[src/rtl/uart_tx_param.sv]
`default_nettype none
// ============================================================================
// Module   : uart_tx_param
// Purpose  : Parametrised UART transmitter with valid/ready input, one-entry
//            holding buffer, runtime parity/stop selection. Optional line-break
//            generation when UART_TX_BREAK_EN is defined.
// Revision : 1.0 - initial release
// ============================================================================
module uart_tx_param #(
    parameter int CLK_FREQ  = 50_000_000,
    parameter int BAUD_RATE = 115_200,
    parameter int DATA_BITS = 8
) (
    input  logic                 clk,
    input  logic                 rst,
    input  logic [DATA_BITS-1:0] in_data,
    input  logic                 in_valid,
    output logic                 in_ready,
    input  logic [1:0]           parity_mode,
    input  logic                 stop_bits,
`ifdef UART_TX_BREAK_EN
    input  logic                 send_break,
`endif
    output logic                 serial_out,
    output logic                 tx_busy,
    output logic                 frame_done
);

    localparam int CPB   = CLK_FREQ / BAUD_RATE;
    localparam int CNT_W = $clog2(2 * CPB);
    localparam int IDX_W = (DATA_BITS > 1) ? $clog2(DATA_BITS) : 1;

    localparam logic [CNT_W-1:0] BIT_LAST   = CNT_W'(CPB - 1);
    localparam logic [CNT_W-1:0] STOP2_LAST = CNT_W'(2 * CPB - 1);
    localparam logic [IDX_W-1:0] IDX_LAST   = IDX_W'(DATA_BITS - 1);

    typedef enum logic [2:0] {
        ST_IDLE   = 3'd0,
        ST_START  = 3'd1,
        ST_DATA   = 3'd2,
        ST_PARITY = 3'd3,
        ST_STOP   = 3'd4
    } state_t;

    state_t               state_q, state_d;
    logic [CNT_W-1:0]     cnt_q, cnt_d;
    logic [IDX_W-1:0]     idx_q, idx_d;
    logic [DATA_BITS-1:0] shift_q, shift_d;
    logic                 par_en_q, par_en_d;
    logic                 parbit_q, parbit_d;
    logic                 stop2_q, stop2_d;

    logic                 buf_full_q, buf_full_d;
    logic [DATA_BITS-1:0] buf_data_q, buf_data_d;
    logic [1:0]           buf_par_q, buf_par_d;
    logic                 buf_stop_q, buf_stop_d;

    logic w_break;
    logic w_accept;
    logic w_bit_last;
    logic w_load;

`ifdef UART_TX_BREAK_EN
    // Break only takes the line once the FSM is idle; a running frame finishes first.
    assign w_break = send_break && (state_q == ST_IDLE);
`else
    assign w_break = 1'b0;
`endif

    assign w_accept   = in_valid && !buf_full_q;
    assign w_bit_last = (state_q == ST_STOP && stop2_q) ? (cnt_q == STOP2_LAST)
                                                        : (cnt_q == BIT_LAST);

    always_comb begin
        state_d    = state_q;
        cnt_d      = cnt_q;
        idx_d      = idx_q;
        shift_d    = shift_q;
        par_en_d   = par_en_q;
        parbit_d   = parbit_q;
        stop2_d    = stop2_q;
        buf_full_d = buf_full_q;
        buf_data_d = buf_data_q;
        buf_par_d  = buf_par_q;
        buf_stop_d = buf_stop_q;
        w_load     = 1'b0;

        case (state_q)
            ST_IDLE: begin
                cnt_d = '0;
                if (buf_full_q && !w_break) begin
                    w_load = 1'b1;
                end
            end
            ST_START: begin
                if (w_bit_last) begin
                    cnt_d   = '0;
                    idx_d   = '0;
                    state_d = ST_DATA;
                end else begin
                    cnt_d = cnt_q + CNT_W'(1);
                end
            end
            ST_DATA: begin
                if (w_bit_last) begin
                    cnt_d   = '0;
                    shift_d = shift_q >> 1;
                    if (idx_q == IDX_LAST) begin
                        state_d = par_en_q ? ST_PARITY : ST_STOP;
                    end else begin
                        idx_d = idx_q + IDX_W'(1);
                    end
                end else begin
                    cnt_d = cnt_q + CNT_W'(1);
                end
            end
            ST_PARITY: begin
                if (w_bit_last) begin
                    cnt_d   = '0;
                    state_d = ST_STOP;
                end else begin
                    cnt_d = cnt_q + CNT_W'(1);
                end
            end
            ST_STOP: begin
                if (w_bit_last) begin
                    cnt_d = '0;
                    if (buf_full_q) begin
                        w_load = 1'b1;
                    end else begin
                        state_d = ST_IDLE;
                    end
                end else begin
                    cnt_d = cnt_q + CNT_W'(1);
                end
            end
            default: begin
                state_d = ST_IDLE;
                cnt_d   = '0;
            end
        endcase

        if (w_load) begin
            state_d    = ST_START;
            cnt_d      = '0;
            shift_d    = buf_data_q;
            par_en_d   = (buf_par_q == 2'd1) || (buf_par_q == 2'd2);
            parbit_d   = (^buf_data_q) ^ (buf_par_q == 2'd1);
            stop2_d    = buf_stop_q;
            buf_full_d = 1'b0;
        end

        // Accept needs an empty buffer before the edge, so it never collides with a load.
        if (w_accept) begin
            buf_full_d = 1'b1;
            buf_data_d = in_data;
            buf_par_d  = parity_mode;
            buf_stop_d = stop_bits;
        end
    end

    always_ff @(posedge clk or negedge rst) begin
        if (!rst) begin
            state_q    <= ST_IDLE;
            cnt_q      <= '0;
            idx_q      <= '0;
            shift_q    <= '0;
            par_en_q   <= 1'b0;
            parbit_q   <= 1'b0;
            stop2_q    <= 1'b0;
            buf_full_q <= 1'b0;
            buf_data_q <= '0;
            buf_par_q  <= 2'd0;
            buf_stop_q <= 1'b0;
        end else begin
            state_q    <= state_d;
            cnt_q      <= cnt_d;
            idx_q      <= idx_d;
            shift_q    <= shift_d;
            par_en_q   <= par_en_d;
            parbit_q   <= parbit_d;
            stop2_q    <= stop2_d;
            buf_full_q <= buf_full_d;
            buf_data_q <= buf_data_d;
            buf_par_q  <= buf_par_d;
            buf_stop_q <= buf_stop_d;
        end
    end

    always_comb begin
        serial_out = 1'b1;
        case (state_q)
            ST_IDLE:   serial_out = !w_break;
            ST_START:  serial_out = 1'b0;
            ST_DATA:   serial_out = shift_q[0];
            ST_PARITY: serial_out = parbit_q;
            ST_STOP:   serial_out = 1'b1;
            default:   serial_out = 1'b1;
        endcase
    end

    assign in_ready   = !buf_full_q;
    assign tx_busy    = (state_q != ST_IDLE) || w_break;
    assign frame_done = (state_q == ST_STOP) && w_bit_last;

endmodule
`default_nettype wire

[config.mk]
export PLATFORM = sky130hd
export DESIGN_NAME = uart_tx_param
export DESIGN_NICKNAME = d
export VERILOG_FILES = /design/src/rtl/uart_tx_param.sv
export SDC_FILE = /design/constraint.sdc
export NUM_CORES = 1
export LEC_CHECK = 0
export CORE_ASPECT_RATIO = 2
export CORE_MARGIN = 8
export CORE_UTILIZATION = 50
export DETAILED_ROUTE_END_ITERATION = 16
export PLACE_DENSITY_LB_ADDON = 0.05
export SETUP_SLACK_MARGIN = 0.1
export SYNTH_ARGS = -nofsm -noshare
export SYNTH_HDL_FRONTEND = slang
export SYNTH_SLANG_ARGS = --single-unit
[constraint.sdc]
create_clock -name clk -period 2.6 [get_ports clk]
set_clock_uncertainty 0.1 [all_clocks]
set_input_delay 0.52 -clock clk [delete_from_list [all_inputs] [get_ports clk]]
set_output_delay 0.52 -clock clk [all_outputs]
set_load 0.01 [all_outputs]
=== Yosys cells after proc, flatten, opt, wreduce, memory -nomap -nowiden ===
Cells that the tools add are included.

* Word-level logic and storage cells: 75
* Bits of input ports: 14
* Register bits after elaboration: 39
* Output and inout bits: 4

* Reductions and logical operators: 16
* Muxes and demuxes: 26
* Eq/ne operators: 19
* Add/subtract/negate cells: 2
* Bitwise logic cells: 1

{| class="wikitable"
|+ Operator list
! kind !! number
|-
| $mux 3 || 11
|-
| $mux 10 || 3
|-
| $mux 8 || 3
|-
| $ne 3x3->1 const B || 6
|-
| $pmux 3 s5 || 1
|-
| $add 10x1->10 const B || 1
|-
| $eq 10x10->1 const B || 1
|-
| $eq 10x9->1 const B || 1
|-
| $ne 2x2->1 const B || 4
|-
| $reduce_bool 2->1 || 4
|-
| $reduce_xor 8->1 || 1
|-
| $reduce_and 7->1 || 1
|-
| $eq 3x2->1 const B || 2
|-
| $eq 3x3->1 const B || 2
|-
| $pmux 3 s2 || 1
|-
| $mux 1 || 5
|-
| $reduce_and 4->1 || 1
|-
| $reduce_or 4->1 || 1
|-
| $add 3x1->3 const B || 1
|-
| $eq 3x1->1 const B || 1
|-
| $logic_and 1x1->1 || 3
|-
| $logic_not 3->1 || 1
|-
| $pmux 1 s3 || 1
|-
| $reduce_bool 3->1 || 1
|-
| 7 further kinds || 7
|}

=== Logic depth before layout (Yosys ltp) ===
* Depth after elaboration: 7
* Depth in mapped cells: 7
* Gate-level depth less buffers: 7

=== Worst setup path before layout ===
OpenSTA, ideal clock, no wires.

* Path type: reg-to-reg
* Start: reg state_q[0]
* End: reg parbit_q
* Path slack: 0.389 ns
* Period minus slack after synthesis: 2.211 ns
* Data required time: 2.375 ns
* Arrival time: 1.986 ns
* Cell stages (with the launch flop): 8
* Path through: dfrtp_1 -> buf_6 -> and4bb_1 -> mux2i_1 -> o21ai_0 -> nand3_1 -> buf_2 -> mux2_2

* Word-level cells in the longest chain between the ends: 5
* Elaborated cells between the ends (all ways): 6

{| class="wikitable"
|+ RTL lines
! item !! RTL line !! text
|-
| from (decl) || 45 || <nowiki>state_t state_q, state_d;</nowiki>
|-
| from (signal assigned) || 176 || <nowiki>state_q <= state_d;</nowiki>
|-
| $eq 3x3->1 || 71, 88 ||
|-
| $logic_and 1x1->1 || 71 || <nowiki>assign w_bit_last = (state_q == ST_STOP && stop2_q) ? (cnt_q == STOP2_LAST)</nowiki>
|-
| $mux 1 || 71 ||
|-
| $mux 1 || 126 || <nowiki>if (w_bit_last) begin</nowiki>
|-
| $pmux 1 s2 (*) || 88 || <nowiki>case (state_q)</nowiki>
|-
| to (signal assigned) || 181 || <nowiki>parbit_q <= parbit_d;</nowiki>
|-
| to (decl) || 50 || <nowiki>logic parbit_q, parbit_d;</nowiki>
|}

Mark *: on every way between the ends. The rest lies on a longest branch, timed or not.
A chain may end at the register's enable or synchronous reset.

=== Worst setup path in the final report ===
* Start: reg state_q[0]
* End: out serial_out

* Word-level cells in the longest chain between the ends: 2
* Elaborated cells between the ends (all ways): 4

{| class="wikitable"
|+ RTL lines
! item !! RTL line !! text
|-
| $eq 3x2->1 or $eq 3x1->1 (tied branches) || 192 || <nowiki>case (state_q)</nowiki>
|-
| $pmux 1 s3 (*) || 192 ||
|-
| to (decl) || 24 || <nowiki>output logic serial_out,</nowiki>
|}

Marked as above.

==> impl_metrics.csv <==
group,metric,value,unit
hold_path,hp-class,"in2async",
timing,tns,0,ns
placement,detailed_place.area,2237,sq um
logic_synthesis,syn_avg_cell_area,11.55,sq um
grt,gr-max-usage-layer,"met2",
timing,rsz0062_at_grt,"no",
cts,cts-buffers-inserted,5,
cts,cts.sinks,39,
detailed_routing,routedWlPerCell,16.13,microns
grt,grt_use_met3,3.808,%
layout,fin_nets,218,
logic_synthesis,synth_fp_nets,189,
logic_synthesis,synthArstFlopShare,100.0,%
detailed_routing,vias,1383,
setup_path,cp_max_fo,9,
die,fp.dieW,60.45,microns
timing,max-slew-margin-rel,42.75,%
detailed_routing,drtIter0Drc,33,
logic_synthesis,ys_types,36,
power_and_ir_drop,p_per_area,993.3,nW/um^2
logic_synthesis,synth_seq_cells,39,
grt,grt_pass1_vias,1500,
status,status,"finished, final reports clean",
detailed_routing,routed_wl,4066,microns
power_and_ir_drop,swShare,32.12,%
grt,grt_pass1_wl,6741,microns
detailed_routing,drc,0,
power_and_ir_drop,p_int,1.585,mW
layout,nFillCells,355,
logic_synthesis,synth_edf_count,0,
detailed_routing,viasPerCell,5.488,
power_and_ir_drop,total_power,2.335,mW
layout,design_area,2351,sq um
die,ioPinCount,18,
timing,period_minus_slack,2.415,ns
logic_synthesis,syn_area,1976,sq um
grt,grt_antenna_before_repair,0,
cts,postCtsHoldBufs,0,
layout,antenna_cells,0,
timing,hold_viol_final,0,
detailed_routing,dr.pass1.iters,4,
layout,multi_input_area,967.2,sq um
grt,grtUsageTotal,14.01,%
setup_path,critical_path_class,"reg2out",
grt,grt_max_degree,40,
logic_synthesis,yosysWarnings,0,
setup_path,worstPathArrival,1.80,ns
setup_path,crit_required,1.98,ns
power_and_ir_drop,ir_worst_vdd,0.7070,mV
setup_path,cp-start-kind,"register",
grt,grt.overflow.total,0,
placement,place.gp.congestion,0.8304,
grt,use_met2,26.92,%
timing,worst_slew_pin_slew,0.8588,ns
cts,h-tree-depth,2,
cts,clk_latency,0.28,ns
placement,hpwl,3078,microns
power_and_ir_drop,pwr-share-comb,41.2,%
power_and_ir_drop,p_leak,1.023,nW
power_and_ir_drop,p_seq_share,41.7,%
layout,syn_to_final_growth,19.00,%
timing,min_period_over_period,92.89,%
die,rows,32,
cts,cts_tree,"done",
timing,fmax,414.0,MHz
grt,use_met1,13.04,%
timing,setup_viol,0,
setup_path,end_kind,"primary output",
die,core_area,3844,sq um
die,start_util,51.40,%
layout,regArea,977.2,sq um
logic_synthesis,synth-seq-area-share,49.40,%
cts,clk_pin_slew,0.08,ns
job,max_cap_viol_count,0,
logic_synthesis,synthFlopType,"dfrtp_1",
power_and_ir_drop,clkPwrFrac,17.0,%
layout,final_util,61.17,%
layout,layout-drive-gt1-share,26.37,%
cts,clockRootBuffer,"clkbuf_8",
cts,cts_buffer_depth,2,
placement,portBuffers,17,
detailed_routing,ant_nets,0,
timing,whs,0.2386,ns
die,die-area,6341,sq um
power_and_ir_drop,p_sw,0.7500,mW
timing,maxSlewViolCount,0,
logic_synthesis,synthCells,171,
die,die_h,104.9,microns
==> synthesized netlist by cell type, types with 4 or more instances <==
master    n  area [sq um]
nand2_1   8         30.03
nor2b_1   6         37.54
nand3_1   5         25.02
inv_1     6         22.52
xor2_1    9         78.83
o21ai_0   4         20.02
xnor2_1   8         70.07
mux2i_1   5         50.05
dfrtp_1  39         975.9
mux2_2   27         304.0
nor2_1   17         63.81
ha_1      4         50.05
==> layer usage <==
layer | wire [microns] | share of wire, %
met5 | 0 | 0
met4 | 63 | 1.5
met3 | 121 | 3.0
met2 | 2485 | 61
met1 | 1396 | 34
==> logic make-up (layout without fill, tap and decap cells) <==
| kind of cell | after synthesis | count (layout) | synth area share (%) |
|---|---|---|---|
| multiplexers | 33 | 33 | 18.68 |
| AO/OA/AOI/OAI | 12 | 12 | 3.737 |
| AND/OR/NAND/NOR | 55 | 55 | 15.58 |
| adder cells (fa/ha/maj) | 4 | 4 | 2.533 |
| flip-flops | 39 | 39 | 49.40 |
| buffers and inverters | 11 | 41 | 2.533 |
| XOR/XNOR | 17 | 17 | 7.537 |
==> timing repair <==
item,CTS,global route
resized for setup,2,5
endpoints found under the setup margin,1,6
setup buffers,0,2
hold endpoints to repair,0,0
==> area by class of cell <==
type	instances	share of cell area, %
timing repair buffer	27	10.01
tap	51	2.714
clock buffer	6	3.087
sequential	39	41.56
multi-input combinational	121	41.14
inverter	6	0.9580
clock inverter	2	0.5322
==> state kept, by name (all words and copies together), names as in the netlist <==
register and flops:
buf_full_q 1, stop2_q 1, buf_data_q 8, shift_q 8, par_en_q 1, buf_par_q 2, cnt_q 10, idx_q 3
buf_stop_q 1, parbit_q 1, state_q 3
==> final timing paths <==
path | slack (ns) | depth (start not counted) | startpoint | endpoint
max | 0.18 | 5 | state_q[0]$_DFFE_PN0P_ | serial_out
min | 0.24 | 1 | rst | cnt_q[0]$_DFF_PN0_
max reg2reg | 0.32 | 6 | cnt_q[1]$_DFF_PN0_ | shift_q[4]$_DFFE_PN0P_
min reg2reg | 0.41 | 1 | parbit_q$_DFFE_PN0P_ | parbit_q$_DFFE_PN0P_
max in group asynchronous | 1.58 | 1 | rst | cnt_q[1]$_DFF_PN0_
min in group clk | 0.41 | 1 | parbit_q$_DFFE_PN0P_ | parbit_q$_DFFE_PN0P_
==> layout by cell type, fill, tap and decap left out, types with 2 or more instances in the layout <==
cell type	netlist	routed
o21ai_0	4	4
mux2i_1	5	5
nand2b_1	2	2
nand3_1	5	5
xor2_1	9	9
or3_1	3	3
nand4_1	3	3
nor2b_1	6	6
clkbuf_8	0	5
dfrtp_1	39	38
o22ai_1	2	2
mux2_2	27	27
clkdlybuf4s50_1	0	15
inv_1	6	6
nor2_1	17	17
xnor2_1	8	8
buf_4	0	10
and3_1	2	2
ha_1	4	4
nand2_1	8	8
==> worst max-delay path, cell delays in order (launching register included) <==
cell	delay (ns)
dfrtp_1	0.38
buf_4	0.17
nor2_1	0.11
a22oi_1	0.09
or2_2	0.28
clkdlybuf4s50_1	0.48
==> power groups by stage <==
stage,clock network (mW),logic [mW],registers (mW)
after floorplan,0,0.749,0.940
after global placement,0,0.926,0.980
after detailed placement,0,0.957,0.990
after CTS,0.411,0.961,0.978
after global routing,0.436,1.05,1.01
final,0.398,0.963,0.975
==> metrics by stage <==
stage                     cells  setup WS [ns]
after global placement      242         0.1875
after global routing        252         0.1319
after floorplan             171         0.3894
final                       252         0.1848
after detailed placement    242         0.1852
after CTS                   250         0.1241
(Power assumes the default switching activity.)
